File: src/rtl/tetris_line_clear_if.sv
// Request/result bundle for the line-clear engine: start/board in, compacted board, status and score out.
interface tetris_line_clear_if #(
  parameter int unsigned WIDTH   = 10,
  parameter int unsigned HEIGHT  = 20,
  parameter int unsigned SCORE_W = 20
) ();
  logic                      start;
  logic [WIDTH*HEIGHT-1:0]   board_in;
  logic [WIDTH*HEIGHT-1:0]   board_out;
  logic                      busy;
  logic                      done;
  logic [4:0]                lines_cleared;
  logic [SCORE_W-1:0]        score;

  modport master (
    output start, board_in,
    input  board_out, busy, done, lines_cleared, score
  );

  modport slave (
    input  start, board_in,
    output board_out, busy, done, lines_cleared, score
  );
endinterface

File: src/rtl/tetris_line_clear.sv
// Row-serial line clear: scans rows bottom-up, removes one full row per SHIFT cycle,
// then publishes the compacted board, clear count and saturating score.
module tetris_line_clear #(
  parameter int unsigned WIDTH   = 10,
  parameter int unsigned HEIGHT  = 20,
  parameter int unsigned SCORE_W = 20
) (
  input logic               clk,
  input logic               rst,
  tetris_line_clear_if.slave bus
);

  localparam int unsigned CELLS    = WIDTH * HEIGHT;
  localparam int unsigned ROW_W    = $clog2(HEIGHT);
  localparam int unsigned CNT_W    = 5;
  localparam int unsigned WEIGHT_W = 11;
  localparam int unsigned SUM_W    = ((SCORE_W > WEIGHT_W) ? SCORE_W : WEIGHT_W) + 1;

  typedef enum logic [1:0] {IDLE, SCAN, SHIFT, DONE} state_t;

  state_t             state, next_state;
  logic [ROW_W-1:0]   row;
  logic [CELLS-1:0]   work;
  logic [CNT_W-1:0]   count;

  logic               row_full_c;
  logic               last_row_c;
  logic [CELLS-1:0]   shifted_c;
  logic [WEIGHT_W-1:0] weight_c;
  logic [SUM_W-1:0]   sum_c;
  logic [SCORE_W-1:0] score_next_c;
  logic               busy_c;
  logic               done_c;
  logic               publish_c;

  assign row_full_c = &work[32'(row) * WIDTH +: WIDTH];
  assign last_row_c = (row == ROW_W'(HEIGHT - 1));

  // Rows at or above the current row drop by one; the top row always empties.
  always_comb begin
    shifted_c = work;
    for (int unsigned i = 0; i < HEIGHT - 1; i++) begin
      if (i >= 32'(row)) begin
        shifted_c[i*WIDTH +: WIDTH] = work[(i+1)*WIDTH +: WIDTH];
      end
    end
    shifted_c[(HEIGHT-1)*WIDTH +: WIDTH] = '0;
  end

  always_comb begin
    weight_c = '0;
    case (count)
      CNT_W'(0): weight_c = WEIGHT_W'(0);
      CNT_W'(1): weight_c = WEIGHT_W'(40);
      CNT_W'(2): weight_c = WEIGHT_W'(100);
      CNT_W'(3): weight_c = WEIGHT_W'(300);
      default:   weight_c = WEIGHT_W'(1200);
    endcase
  end

  assign sum_c        = SUM_W'(bus.score) + SUM_W'(weight_c);
  assign score_next_c = (sum_c > SUM_W'({SCORE_W{1'b1}})) ? {SCORE_W{1'b1}} : SCORE_W'(sum_c);

  // State register.
  always_ff @(posedge clk) begin
    if (rst) state <= IDLE;
    else     state <= next_state;
  end

  // Next-state logic.
  always_comb begin
    next_state = state;
    case (state)
      IDLE:    if (bus.start) next_state = SCAN;
      SCAN: begin
        if (row_full_c)      next_state = SHIFT;
        else if (last_row_c) next_state = DONE;
      end
      SHIFT:   next_state = SCAN;
      DONE:    next_state = IDLE;
      default: next_state = IDLE;
    endcase
  end

  // Output decode on next state so the registered outputs line up with the state.
  always_comb begin
    busy_c    = 1'b0;
    done_c    = 1'b0;
    publish_c = 1'b0;
    if (next_state != IDLE) busy_c = 1'b1;
    if (next_state == DONE) begin
      done_c    = 1'b1;
      publish_c = 1'b1;
    end
  end

  // Working board, row pointer and clear counter.
  always_ff @(posedge clk) begin
    if (rst) begin
      row   <= '0;
      work  <= '0;
      count <= '0;
    end else begin
      case (state)
        IDLE: begin
          if (bus.start) begin
            work  <= bus.board_in;
            row   <= '0;
            count <= '0;
          end
        end
        SCAN:    if (!row_full_c && !last_row_c) row <= row + ROW_W'(1);
        SHIFT: begin
          work  <= shifted_c;
          count <= count + CNT_W'(1);
        end
        default: ;
      endcase
    end
  end

  always_ff @(posedge clk) begin
    if (rst) begin
      bus.busy          <= 1'b0;
      bus.done          <= 1'b0;
      bus.board_out     <= '0;
      bus.lines_cleared <= '0;
      bus.score         <= '0;
    end else begin
      bus.busy <= busy_c;
      bus.done <= done_c;
      if (publish_c) begin
        bus.board_out     <= work;
        bus.lines_cleared <= count;
        bus.score         <= score_next_c;
      end
    end
  end

endmodule
File: src/flat_wrapper.sv
// flat-port wrapper written by rule: the top's interface ports become plain ports
module tetris_line_clear_flat 
#(
  parameter int unsigned WIDTH   = 10,
  parameter int unsigned HEIGHT  = 20,
  parameter int unsigned SCORE_W = 20
)
  (clk, rst, bus_start, bus_board_in, bus_board_out, bus_busy, bus_done, bus_lines_cleared, bus_score);
  tetris_line_clear_if #(.WIDTH(WIDTH), .HEIGHT(HEIGHT), .SCORE_W(SCORE_W)) bus_i ();
  input logic clk;
  input logic rst;
  input wire logic [$bits(bus_i.start)-1:0] bus_start;
  input wire logic [$bits(bus_i.board_in)-1:0] bus_board_in;
  output wire logic [$bits(bus_i.board_out)-1:0] bus_board_out;
  output wire logic [$bits(bus_i.busy)-1:0] bus_busy;
  output wire logic [$bits(bus_i.done)-1:0] bus_done;
  output wire logic [$bits(bus_i.lines_cleared)-1:0] bus_lines_cleared;
  output wire logic [$bits(bus_i.score)-1:0] bus_score;
  assign bus_i.start = bus_start;
  assign bus_i.board_in = bus_board_in;
  assign bus_board_out = bus_i.board_out;
  assign bus_busy = bus_i.busy;
  assign bus_done = bus_i.done;
  assign bus_lines_cleared = bus_i.lines_cleared;
  assign bus_score = bus_i.score;
  tetris_line_clear #(.WIDTH(WIDTH), .HEIGHT(HEIGHT), .SCORE_W(SCORE_W)) u_core (.clk(clk), .rst(rst), .bus(bus_i));
endmodule
File: config.mk
export PLATFORM = sky130hd
export DESIGN_NAME = tetris_line_clear_flat
export DESIGN_NICKNAME = d
export VERILOG_FILES = /design/src/rtl/tetris_line_clear_if.sv /design/src/rtl/tetris_line_clear.sv /design/src/flat_wrapper.sv
export SDC_FILE = /design/constraint.sdc
export NUM_CORES = 1
export LEC_CHECK = 0
export ABC_AREA = 0
export CORE_MARGIN = 3
export CORE_UTILIZATION = 55
export DETAILED_ROUTE_END_ITERATION = 10
export GPL_TIMING_DRIVEN = 0
export PLACE_DENSITY = 0.95
export RECOVER_POWER = 50
export SETUP_SLACK_MARGIN = 0.15
export SLEW_MARGIN = 20
export SYNTH_ARGS = -nofsm -noshare
export SYNTH_HDL_FRONTEND = slang
export SYNTH_SLANG_ARGS = --single-unit
File: constraint.sdc
create_clock -name clk -period 9.4 [get_ports clk]
set_input_delay 2.35 -clock clk [delete_from_list [all_inputs] [get_ports clk]]
set_output_delay 2.35 -clock clk [all_outputs]
set_load 0.02 [all_outputs]
==> impl_metrics.tcl, run 1 <==
set metrics [dict create \
    cts_max_level 2 \
    dieArea_sq_um 38000 \
    yosys_warnings 0 \
    ios 430 \
    outcome "finished clean" \
    first_global_vias 20100 \
    nets 2959 \
    place_congestion 0.977 \
    ys.flop_type "dfxtp_1" \
    antenna_left 0 \
    slew_violations 0 \
    synth_fp_nets 2485 \
    areaGrowthSynthToFinish_pct 30.5 \
    cts.sinks 438 \
    fmax_mhz 152 \
    dp_cells 3149 \
    ir_drop_mv 0.115 \
    cts_max_path_buffers 3 \
    rsz0062_at_grt "false" \
    worst_slew_pin_slew_ps 1480 \
    whs_path_depth 2 \
    min_from "u_core.bus.board_out[149]" \
    cts_resized 0 \
    min_period_over_period_pct 69.9 \
    seq_area_frac_synth_pct 44.6 \
    start_util_pct 56.3 \
    hold_end "u_core.bus.board_out[149]" \
    grt_max_degree 15 \
    r2r_end "u_core.bus.board_out[55]" \
    slew_headroom_pct 1.58 \
    cp_cell_sequence "clkbuf_1, clkbuf_1, clkbuf_1, mux2i_1, o22ai_1, o21ai_0, nand3_1, nand2_1, nor2_1, a211oi_1, clkbuf_1, clkbuf_1, clkbuf_1, mux2i_1, nor2_1" \
    placed_area_sq_um 24500 \
    final_util_pct 73.5 \
    end_kind "flip-flop" \
    wl_per_cell_um 23.9 \
    reg2regPathDepth 15 \
    critPathLaunchType "flip-flop" \
    num-fill-cells 2575 \
    core_area_sq_um 34900 \
    cap_violations 0 \
    synth_cell_types 57 \
    path_common_cell "clkbuf_1" \
    postSynthCellCount 2266 \
    portBuffers 428 \
    insertion_delay_ps 540 \
    dieWidth_um 195 \
    hold_buffers 0 \
    p_per_area_nw_per_um2 164 \
    clkTransAtPathRegs_ps 60 \
    setup_viol 0 \
    rows 68 \
    synth_area_per_cell_sq_um 8.67 \
    grtUsageTotal_pct 38.6 \
    final_cell_area_sq_um 25600 \
    antenna_found_initial 2 \
    grt.overflow.total 0 \
    min_period_ps 6570 \
    synthArstFlopShare_pct 0 \
    drc 0 \
    crit_slowest_cell "clkbuf_1" \
    hpwl_um 58200 \
    vias 20300 \
    crit_required_ps 9810 \
    rrSetupSlack_ps 2830 \
    wirelength_um 77100 \
    hold_viol_final 0 \
    drt_first_pass_iters 8 \
    path_class "reg -> reg" \
    synth_seq_cells 438 \
    post_cts_buffers 0 \
    p_leak_nw 9.53 \
    critical_path_arrival_ps 6980 \
    root_buffer "clkbuf_16" \
    dieHeight_um 195 \
    min_path_type "reg -> reg" \
    crit_fanout 10 \
    power.total_mw 4.21 \
    whs_ps 483 \
    setup_ws_ps 2830 \
    fin_skew_ps 19.8 \
    mappedNetlistArea_sq_um 19700 \
    grt_pass1_wl_um 116000 \
    drt_iter0_drc 2491 \
    drive_gt1_share_pct 3.54 \
    instances_no_fill 3223 \
    synth_edf_count 0 \
    fin_tns_setup_ps 0 \
    r2r_start "u_core.row[0]" \
    place_ws_ps 4650 \
    crit_path_max_incr_delay_ps 1120 \
    cts_tree "yes" \
    vias_per_cell 6.29 \
    cts_buffers 44 \
]
-- worst max-delay path by stage --
stage	startpoint	end	cells after the start
floorplan	bus_start	u_core.work[110]	5
CTS	bus_start	u_core.work[24]	7
global placement	bus_start	u_core.work[26]	7
finish	u_core.row[0]	u_core.bus.board_out[55]	15
detailed placement	bus_start	u_core.work[21]	7
global route	u_core.row[0]	u_core.bus.board_out[55]	15
-- synthesized netlist by cell type (9+ instances only) --
cell type  instances  area, sq um
nor2_1           440         1650
dfxtp_1          438         8770
nand2_1          414         1550
mux2i_1          306         3060
a311oi_1         190         1660
clkbuf_1         138          518
o22ai_1           51          319
a21oi_1           41          205
nand3_1           25          125
o21ai_0           24          120
inv_1             16         60.1
ha_1              15          188
buf_2             13         65.1
buf_12            12          240
a22oi_1           11         82.6
buf_8              9          135
-- layout make-up --
type                            count  area (sq um)  share of cell area, %
Sequential cell                   438          8770                   34.2
Timing Repair Buffer              428          4280                   16.7
Antenna cell                        2          5.00                 0.0195
Clock buffer                       62          1280                   4.99
Multi-Input combinational cell   1618          9700                   37.8
Tap cell                          455           569                   2.22
Inverter                           16          60.1                  0.234
Clock inverter                     10           103                  0.400
Buffer                            194           883                   3.44
-- cell families after synthesis --
family | share of synthesized area (%)
AND/OR/NAND/NOR | 18.5
buffers and inverters | 6.03
flip-flops | 44.6
XOR/XNOR | 0.267
multiplexers | 15.7
AO/OA/AOI/OAI | 13.9
adder cells (fa/ha/maj) | 1.06
-- power by group --
part           total (mW)  switching, mW  internal [mW]
clock network        1.72          0.726          0.996
logic               0.449          0.253          0.196
registers            2.04          0.111           1.93
total                4.21           1.09           3.12
-- cell usage in the layout (no fill, tap or decap), types with 5 or more instances in the layout --
cell type,count
and3_1,7
o22ai_1,51
o21ai_0,24
and2_1,5
nor2_1,440
dfxtp_1,438
a211oi_1,8
a31oi_1,8
o21ai_1,6
clkbuf_1,166
a21oi_1,41
nand2b_1,7
ha_1,15
mux2i_1,306
buf_8,8
a22oi_1,11
buf_1,6
buf_4,5
nor2b_1,6
nor3_1,8
clkbuf_16,45
inv_1,16
nand3_1,25
buf_2,12
a311oi_1,190
clkdlybuf4s50_1,307
clkbuf_8,9
nand2_1,414
clkinv_2,7
dlygate4sd3_1,121
-- per-layer routing --
layer / up-vias / GRT usage (%) / share of wire (%)
met5: - / 0 / 0
met4: 0 / 20.4 / 6.6
met3: 370 / 7.33 / 11
met2: 1590 / 61.5 / 45
met1: 9466 / 49.9 / 38
li1: 8855 / - / -
-- sequential cells by signal, indices dropped and copies added (netlist names) --
register,flops
u_core.bus.board_out,200
u_core.work,200
u_core.bus.score,19
u_core.bus.lines_cleared,5
u_core.count,5
u_core.row,5
u_core.state,2
u_core.bus.busy,1
u_core.bus.done,1
-- worst max-delay path, delay by kind of cell (launching register included) --
| kind | cells | cell delay [ps] |
|---|---|---|
| buf+inv | 6 | 4140 |
| mux | 2 | 800 |
| compound gates | 3 | 770 |
| simple gates | 4 | 370 |
| flops | 1 | 340 |
Note: power is estimated with default switching activity, not from simulation.
==> inputs of run 2 (changes only) <==
- CORE_UTILIZATION: 55 -> 51
- PLACE_DENSITY: 0.95 -> 0.9
- clock period: 9.4 -> 6.41 ns (I/O delays scaled with it)
==> run 2 against run 1 <==
Compared with the run above:
- cell area grew 1.6%
- utilization shrank 4.7 points
- total power grew 50%
- fmax grew 42%
- die area grew 7.6%
- critical path type unchanged
==> impl_metrics.tcl, run 2 (synthesis results as in run 1) <==
set metrics [dict create \
    dieArea_sq_um 40900 \
    dieWidth_um 202 \
    min_period_over_period_pct 72.4 \
    portBuffers 428 \
    wl_per_cell_um 23.5 \
    grt_pass1_wl_um 116000 \
    rows 71 \
    post_cts_buffers 0 \
    fin_tns_setup_ps 0 \
    dp_cells 3205 \
    whs_ps 490 \
    p_per_area_nw_per_um2 243 \
    rrSetupSlack_ps 1770 \
    wirelength_um 77000 \
    vias 20000 \
    worst_slew_pin_slew_ps 1080 \
    fmax_mhz 216 \
    power.total_mw 6.32 \
    hpwl_um 58400 \
    first_global_vias 19700 \
    drt_iter0_drc 2234 \
    place_congestion 0.959 \
    p_leak_nw 10.0 \
    vias_per_cell 6.08 \
    combPwrFrac_pct 10.4 \
    crit_fanout 10 \
    min_path_type "reg -> reg" \
    crit_required_ps 6810 \
    dieHeight_um 202 \
    outcome "finished clean" \
    start_util_pct 51.9 \
    ios 430 \
    instances_no_fill 3284 \
    fin_skew_ps 24.7 \
    cts_resized 0 \
    cap_violations 0 \
    switching_share_pct 25.6 \
    insertion_delay_ps 560 \
    mostFrequentLayoutCells "nor2_1 (440), dfxtp_1 (438), nand2_1 (414), mux2i_1 (306), dlygate4sd3_1 (223)" \
    reg.largest.list "u_core.bus.board_out (200), u_core.work (200), u_core.bus.score (19)" \
    root_buffer "clkbuf_16" \
    cts_buffers 44 \
    critPathLaunchType "flip-flop" \
    grt_max_degree 15 \
    p_int_mw 4.70 \
    rsz0062_at_grt "false" \
    hold_buffers 0 \
    core_area_sq_um 37800 \
    drc 0 \
    end_kind "flip-flop" \
    areaGrowthSynthToFinish_pct 32.6 \
    final_common_cell "nor2_1" \
    setup_viol 0 \
    cts_max_path_buffers 3 \
    drt_first_pass_iters 9 \
    grt.overflow.total 0 \
    slew_violations 0 \
    slew_headroom_pct 28.0 \
    path_class "reg -> reg" \
    cts_max_level 2 \
    grtUsageTotal_pct 36.0 \
    nets 2959 \
    cts_tree "yes" \
    clkTransAtPathRegs_ps 60 \
    min_period_ps 4640 \
    p_sw_mw 1.62 \
    final_util_pct 68.8 \
    antenna_left 0 \
    ir_drop_mv 0.203 \
    hold_viol_final 0 \
    cts.sinks 438 \
    antenna_found_initial 2 \
    p_seq_share_pct 47.3 \
    clock_power_share_pct 42.3 \
    critical_path_arrival_ps 5040 \
    drive_gt1_share_pct 4.29 \
]
-- run 2: per-stage QoR --
| step | cell area (sq um) | setup WS, ps |
|---|---|---|
| 3_5_place_dp | 24600 | 2400 |
| 6_report | 26100 | 1770 |
| 3_3_place_gp | 24600 | 2490 |
| 2_1_floorplan | 19700 | 3120 |
| 5_1_grt | 26100 | 1630 |
| 4_1_cts | 26100 | 2360 |
-- run 2: per-layer routing --
metal	GRT usage [%]	wire length [um]	share of wire, %
met5	0	0	0
met4	17.1	4200	5.4
met3	6.07	7830	10
met2	58.8	35300	46
met1	46.7	29700	39
-- run 2: final cells by class --
class | count | area (sq um)
Tap cell | 511 | 639
Buffer | 194 | 1110
Sequential cell | 438 | 8770
Clock inverter | 12 | 169
Antenna cell | 2 | 5.00
Fill cell | 2893 | 11800
Timing Repair Buffer | 428 | 4280
Clock buffer | 65 | 1320
Multi-Input combinational cell | 1618 | 9700
Inverter | 16 | 60.1
-- run 2: critical path: stages, from the launching register on --
cell,delay (ps)
dfxtp_1,330
clkbuf_1,180
clkbuf_1,820
clkbuf_1,870
mux2i_1,450
o22ai_1,140
o21ai_0,280
nand3_1,110
nand2_1,130
nor2_1,70
a211oi_2,220
buf_6,190
buf_12,220
buf_12,170
mux2i_1,230
nor2_1,80
-- run 2: worst paths after layout --
kind,depth (start not counted),from,endpoint
hold / removal,2,u_core.bus.board_out[172],u_core.bus.board_out[172]
setup / recovery,15,u_core.row[0],u_core.bus.board_out[14]
setup reg to reg,15,u_core.row[0],u_core.bus.board_out[14]
hold reg to reg,2,u_core.bus.board_out[172],u_core.bus.board_out[172]
-- run 2: power groups by stage --
stage	clock, mW	sequential [mW]	combinational, mW
after floorplan	0	2.96	0.355
after global placement	0	3.03	0.622
after detailed placement	0	3.04	0.635
after CTS	2.68	2.98	0.641
after global routing	2.78	2.99	0.695
final	2.67	2.99	0.655
